==> config.mk <==
export PLATFORM = sky130hd
export DESIGN_NAME = mux3_bus_arbiter
export DESIGN_NICKNAME = d
export VERILOG_FILES = /design/src/rtl/mux3_bus_arbiter.sv
export SDC_FILE = /design/constraint.sdc
export NUM_CORES = 1
export LEC_CHECK = 0
export ABC_AREA = 1
export BUFFER_PORTS_ARGS = -buffer_cell sky130_fd_sc_hd__buf_2
export CORE_MARGIN = 3
export CORE_UTILIZATION = 62
export CTS_CLUSTER_SIZE = 12
export DETAILED_ROUTE_END_ITERATION = 10
export GPL_ROUTABILITY_DRIVEN = 0
export PLACE_DENSITY = 0.87
export SLEW_MARGIN = 10
export SYNTH_ARGS = -nofsm -noshare
export SYNTH_HDL_FRONTEND = slang
export SYNTH_SLANG_ARGS = --single-unit
==> constraint.sdc <==
create_clock -name clk -period 3.9 [get_ports clk]
set_clock_uncertainty 0.1 [all_clocks]
set_input_delay 0.78 -clock clk [delete_from_list [all_inputs] [get_ports clk]]
set_output_delay 0.78 -clock clk [all_outputs]
set_load 0.01 [all_outputs]
==> src/rtl/mux3_bus_arbiter.sv <==
// Round-robin owner arbiter for the shared 8-source mux3 operand bus.
// Grants one requester at a time and drives the mux select; bounded hold when contended.
module mux3_bus_arbiter #(
    parameter int unsigned MAX_HOLD = 8,
    parameter int unsigned CNT_W    = 4
) (
    input  logic       clk,
    input  logic       rst_n,
    input  logic [7:0] req,
    output logic [7:0] grant,
    output logic [2:0] sel,
    output logic       busy,
    output logic       preempt
);

    typedef enum logic {IDLE, GRANT} state_t;

    // Saturation point of the hold counter; all-ones when preemption is disabled.
    localparam logic [CNT_W-1:0] HOLD_SAT =
        (MAX_HOLD == 0) ? '1 : CNT_W'(MAX_HOLD - 1);

    state_t           state_q;
    logic [CNT_W-1:0] hold_q;
    logic [2:0]       last_q;
    logic [2:0]       sel_q;
    logic [7:0]       grant_q;
    logic             busy_q;
    logic             preempt_q;

    logic [2:0] win_d;
    logic       win_vld;
    logic [2:0] idx;
    logic       owner_req;
    logic       others_req;
    logic       limit_hit;

    // Scan last+1 .. last+8 (mod 8); the 3-bit add provides the wrap.
    always_comb begin
        win_d   = '0;
        win_vld = 1'b0;
        idx     = '0;
        for (int unsigned i = 1; i <= 8; i++) begin
            idx = last_q + 3'(i);
            if (!win_vld && req[idx]) begin
                win_d   = idx;
                win_vld = 1'b1;
            end
        end
    end

    always_comb begin
        owner_req  = req[sel_q];
        others_req = |(req & ~grant_q);
        limit_hit  = (MAX_HOLD != 0) && (hold_q == HOLD_SAT);
    end

    always_ff @(posedge clk) begin
        if (!rst_n) begin
            state_q   <= IDLE;
            hold_q    <= '0;
            last_q    <= 3'd7;
            sel_q     <= '0;
            grant_q   <= '0;
            busy_q    <= 1'b0;
            preempt_q <= 1'b0;
        end else begin
            preempt_q <= 1'b0;
            case (state_q)
                IDLE: begin
                    if (win_vld) begin
                        grant_q <= 8'b1 << win_d;
                        sel_q   <= win_d;
                        busy_q  <= 1'b1;
                        hold_q  <= '0;
                        state_q <= GRANT;
                    end
                end
                GRANT: begin
                    // Release takes precedence over a coinciding hold-limit revoke.
                    if (!owner_req || (limit_hit && others_req)) begin
                        grant_q   <= '0;
                        busy_q    <= 1'b0;
                        last_q    <= sel_q;
                        state_q   <= IDLE;
                        preempt_q <= owner_req;
                    end else if (hold_q != HOLD_SAT) begin
                        hold_q <= hold_q + CNT_W'(1);
                    end
                end
                default: state_q <= IDLE;
            endcase
        end
    end

    assign grant   = grant_q;
    assign sel     = sel_q;
    assign busy    = busy_q;
    assign preempt = preempt_q;

endmodule

==> flow_metrics.env <==
export IMPL_mostFrequentLayoutCell="nand2_1"
export IMPL_coreArea_sq_um=2610
export IMPL_yosys_most_used_dff="dfxtp_1"
export IMPL_grt_setup_unrepaired="no"
export IMPL_ys_async_sr_fraction=0
export IMPL_yosysUniqueCellTypes=38
export IMPL_io_buffers=22
export IMPL_drv_slew=0
export IMPL_syn_area_sq_um=1790
export IMPL_worst_path_buf_inv=5
export IMPL_drive_gt1_frac=0.240
export IMPL_postSynthCellCount=269
export IMPL_first_global_vias=1652
export IMPL_cap_violations=0
export IMPL_ios=23
export IMPL_initial_utilization=0.684
export IMPL_peakVddDrop_mv=0.785
export IMPL_grt_overflow=0
export IMPL_postCtsSetupBuffers=0
export IMPL_relSlewSlack=0.525
export IMPL_grt_pass1_wl_um=7290
export IMPL_grt_usage=0.267
export IMPL_path_cells="buf_4 > inv_2 > ha_1 > inv_1 > nand3_1 > nand3_1 > nand2_1 > inv_1 > nand4_2 > nor2_4 > nand3_2 > nand2_4 > inv_2 > nand3_2 > nor2_1 > nor2_1 > nor2_1"
export IMPL_hold_path_startpoint="grant[1]"
export IMPL_fmax_mhz=355
export IMPL_whs_endpoint="grant[1]"
export IMPL_dr_pass1_iters=5
export IMPL_die_y_um=59.7
export IMPL_drt_vias_per_instance=5.83
export IMPL_required_ns=4.00
export IMPL_outcome="finished clean"
export IMPL_hold_viol_final=0
export IMPL_layout_common_cells="nand2_1 (63), nand3_1 (35), nor2_1 (31)"
export IMPL_critPathMaxStageDelay_ns=0.41
export IMPL_p_switching_mw=1.07
export IMPL_yosys_mux_area_fraction=0
export IMPL_core_rowCount=18
export IMPL_min_period_ns=2.82
export IMPL_die_w_um=59.7
export IMPL_regToRegSetupSlack_ns=1.08
export IMPL_r2r_end="grant[3]"
export IMPL_ys_warn_count=0
export IMPL_switching_share=0.582
export IMPL_pwr_share_seq=0.186
export IMPL_r2r_cells=17
export IMPL_fin_setup_tns_ns=0
export IMPL_timing_rr_start="last_q[0]"
export IMPL_seqCellArea_sq_um=420
export IMPL_first_iter_violations=93
export IMPL_cp_startpoint="last_q[0]"
export IMPL_cts_max_level=1
export IMPL_ys_seq_elements=21
export IMPL_finalCritPeriodShare=0.722
export IMPL_cts_clk_slew_worst_paths_ns=0.12
export IMPL_cts_resized=0
export IMPL_hpwl_um=3630
export IMPL_drc=0
export IMPL_cts_sinks=21
export IMPL_die_area_sq_um=3560
export IMPL_synth_compound_area_share=0.138
export IMPL_drtAntennaViolNets=0
export IMPL_diodes=0
export IMPL_nets=306
export IMPL_clkLatencyLatePin_ns=0.31
export IMPL_grt_max_degree=14
export IMPL_p_clk_frac=0.059
export IMPL_cts_tree="done"
export IMPL_avgRoutedWirePerCell_um=13.7
export IMPL_ys_seq_area_frac=0.235
export IMPL_synth_simple_gate_area_frac=0.460
export IMPL_crit_top_cell="nor2_1"
export IMPL_postCtsHoldBufs=0
export IMPL_hold_class="reg -> reg"
export IMPL_antenna_found_initial=0
export IMPL_holdWs_ns=0.414
export IMPL_start_kind="flip-flop"
export IMPL_leakage_nw=0.917
export IMPL_power_density_nw_per_um2=954
export IMPL_cpMaxStageDelayCell="ha_1"
export IMPL_cts_root_buf="clkbuf_4"
export IMPL_critPathTopFamily="simple AND/OR/NAND/NOR gates"
export IMPL_tightest_slew_ns=0.712
export IMPL_synth_top_family_by_area="simple AND/OR/NAND/NOR gates"
export IMPL_setup_viol=0
export IMPL_critPathCaptureType="flip-flop"
export IMPL_cts_buffer_depth=2
export IMPL_hold_depth=2
export IMPL_synth_xor_area_share=0.0455
export IMPL_synth_edf_count=0
export IMPL_crit_type="reg -> reg"
export IMPL_wirelength_um=4420
export IMPL_multiInputGateArea_sq_um=1190
export IMPL_synthAdderAreaFrac=0.0210
export IMPL_n_fill_cell=226
export IMPL_combPwrFrac=0.755
export IMPL_worstPathMaxFanout=13
export IMPL_synth_nets=282
export IMPL_area_delta_synth_final_pct=7.77
export IMPL_crit_arrival_ns=2.92
export IMPL_postSynthAreaPerCell_sq_um=6.64
export IMPL_p_int_uw=768
export IMPL_vias=1877
export IMPL_numCtsBuffers=3
[how the worst max path moves through the flow]
stage,to,slack (ns),depth (start not counted)
final,grant[3],1.08,17
after global routing,grant[7],0.77,17
after CTS,grant[5],1.11,14
after detailed placement,grant[3],1.14,17
after global placement,grant[3],1.20,17
after floorplan,grant[6],1.43,18
[layout make-up]
| cell class | instances | share of cell area |
|---|---|---|
| clock inverters | 1 | 0.00260 |
| repair buffers | 24 | 0.0650 |
| inverters | 33 | 0.0663 |
| multi-input cells | 210 | 0.617 |
| flip-flops and latches | 21 | 0.218 |
| well taps | 30 | 0.0195 |
| clock buffers | 3 | 0.0117 |
[registers in the layout, summed over array words and instances (netlist names)]
signal / count
grant: 8
hold_q: 4
last_q: 3
sel: 3
busy: 1
preempt: 1
state_q: 1
[power by group through the flow]
stage | Sequential, mW | Clock [mW] | Combinational, mW
after floorplan | 0.343 | 0 | 1.12
after global placement | 0.346 | 0 | 1.35
after detailed placement | 0.347 | 0 | 1.37
after CTS | 0.342 | 0.109 | 1.38
after global routing | 0.352 | 0.118 | 1.54
final | 0.343 | 0.108 | 1.39
[worst reg2reg max path, delay by kind of cell, from the launching register on]
kind                       cells  cell delay [ns]
buffers and inverters          5             0.67
adders and majority gates      1             0.42
DFF                            1             0.33
and+or+nand+nor               11             1.18
[cell families after synthesis]
logic type | after synthesis
adder cells (fa/ha/maj) | 3
AO/OA/AOI/OAI | 39
flip-flops | 21
buffers and inverters | 38
AND/OR/NAND/NOR | 163
XOR/XNOR | 5
[through the flow]
stage                     cell area (sq um)  power [mW]   util  setup WS (ns)  instances
after floorplan                        1790        1.46      -           1.43        269
after global placement                 1900        1.70  0.727           1.20        318
after detailed placement               1900        1.72  0.727           1.14        318
after CTS                              1930        1.83  0.737           1.11        322
after global routing                   1930        2.00  0.737          0.770        322
final                                  1930        1.84  0.737           1.08        322
[Yosys cell counts (3+ instances only)]
cell | count | area (sq um)
nand4_1 | 5 | 31.3
inv_1 | 25 | 93.8
dfxtp_1 | 21 | 420
nand2_4 | 4 | 45.0
ha_1 | 3 | 37.5
nand3_2 | 8 | 80.1
a22oi_1 | 3 | 22.5
nor2_4 | 4 | 45.0
a21oi_2 | 4 | 35.0
buf_6 | 3 | 33.8
inv_2 | 6 | 22.5
o21ai_0 | 12 | 60.1
nand3_1 | 35 | 175
nor2_1 | 31 | 116
a21oi_1 | 8 | 40.0
nand2_2 | 7 | 43.8
nand2_1 | 63 | 236
[routing by layer]
layer	up-vias	track usage	share of wire
met1	852	0.314	0.41
met5	-	0	0
met3	19	0.0259	0.050
met2	70	0.488	0.50
li1	936	-	-
met4	0	0.111	0.036
Power figures use the tool's default switching activity.
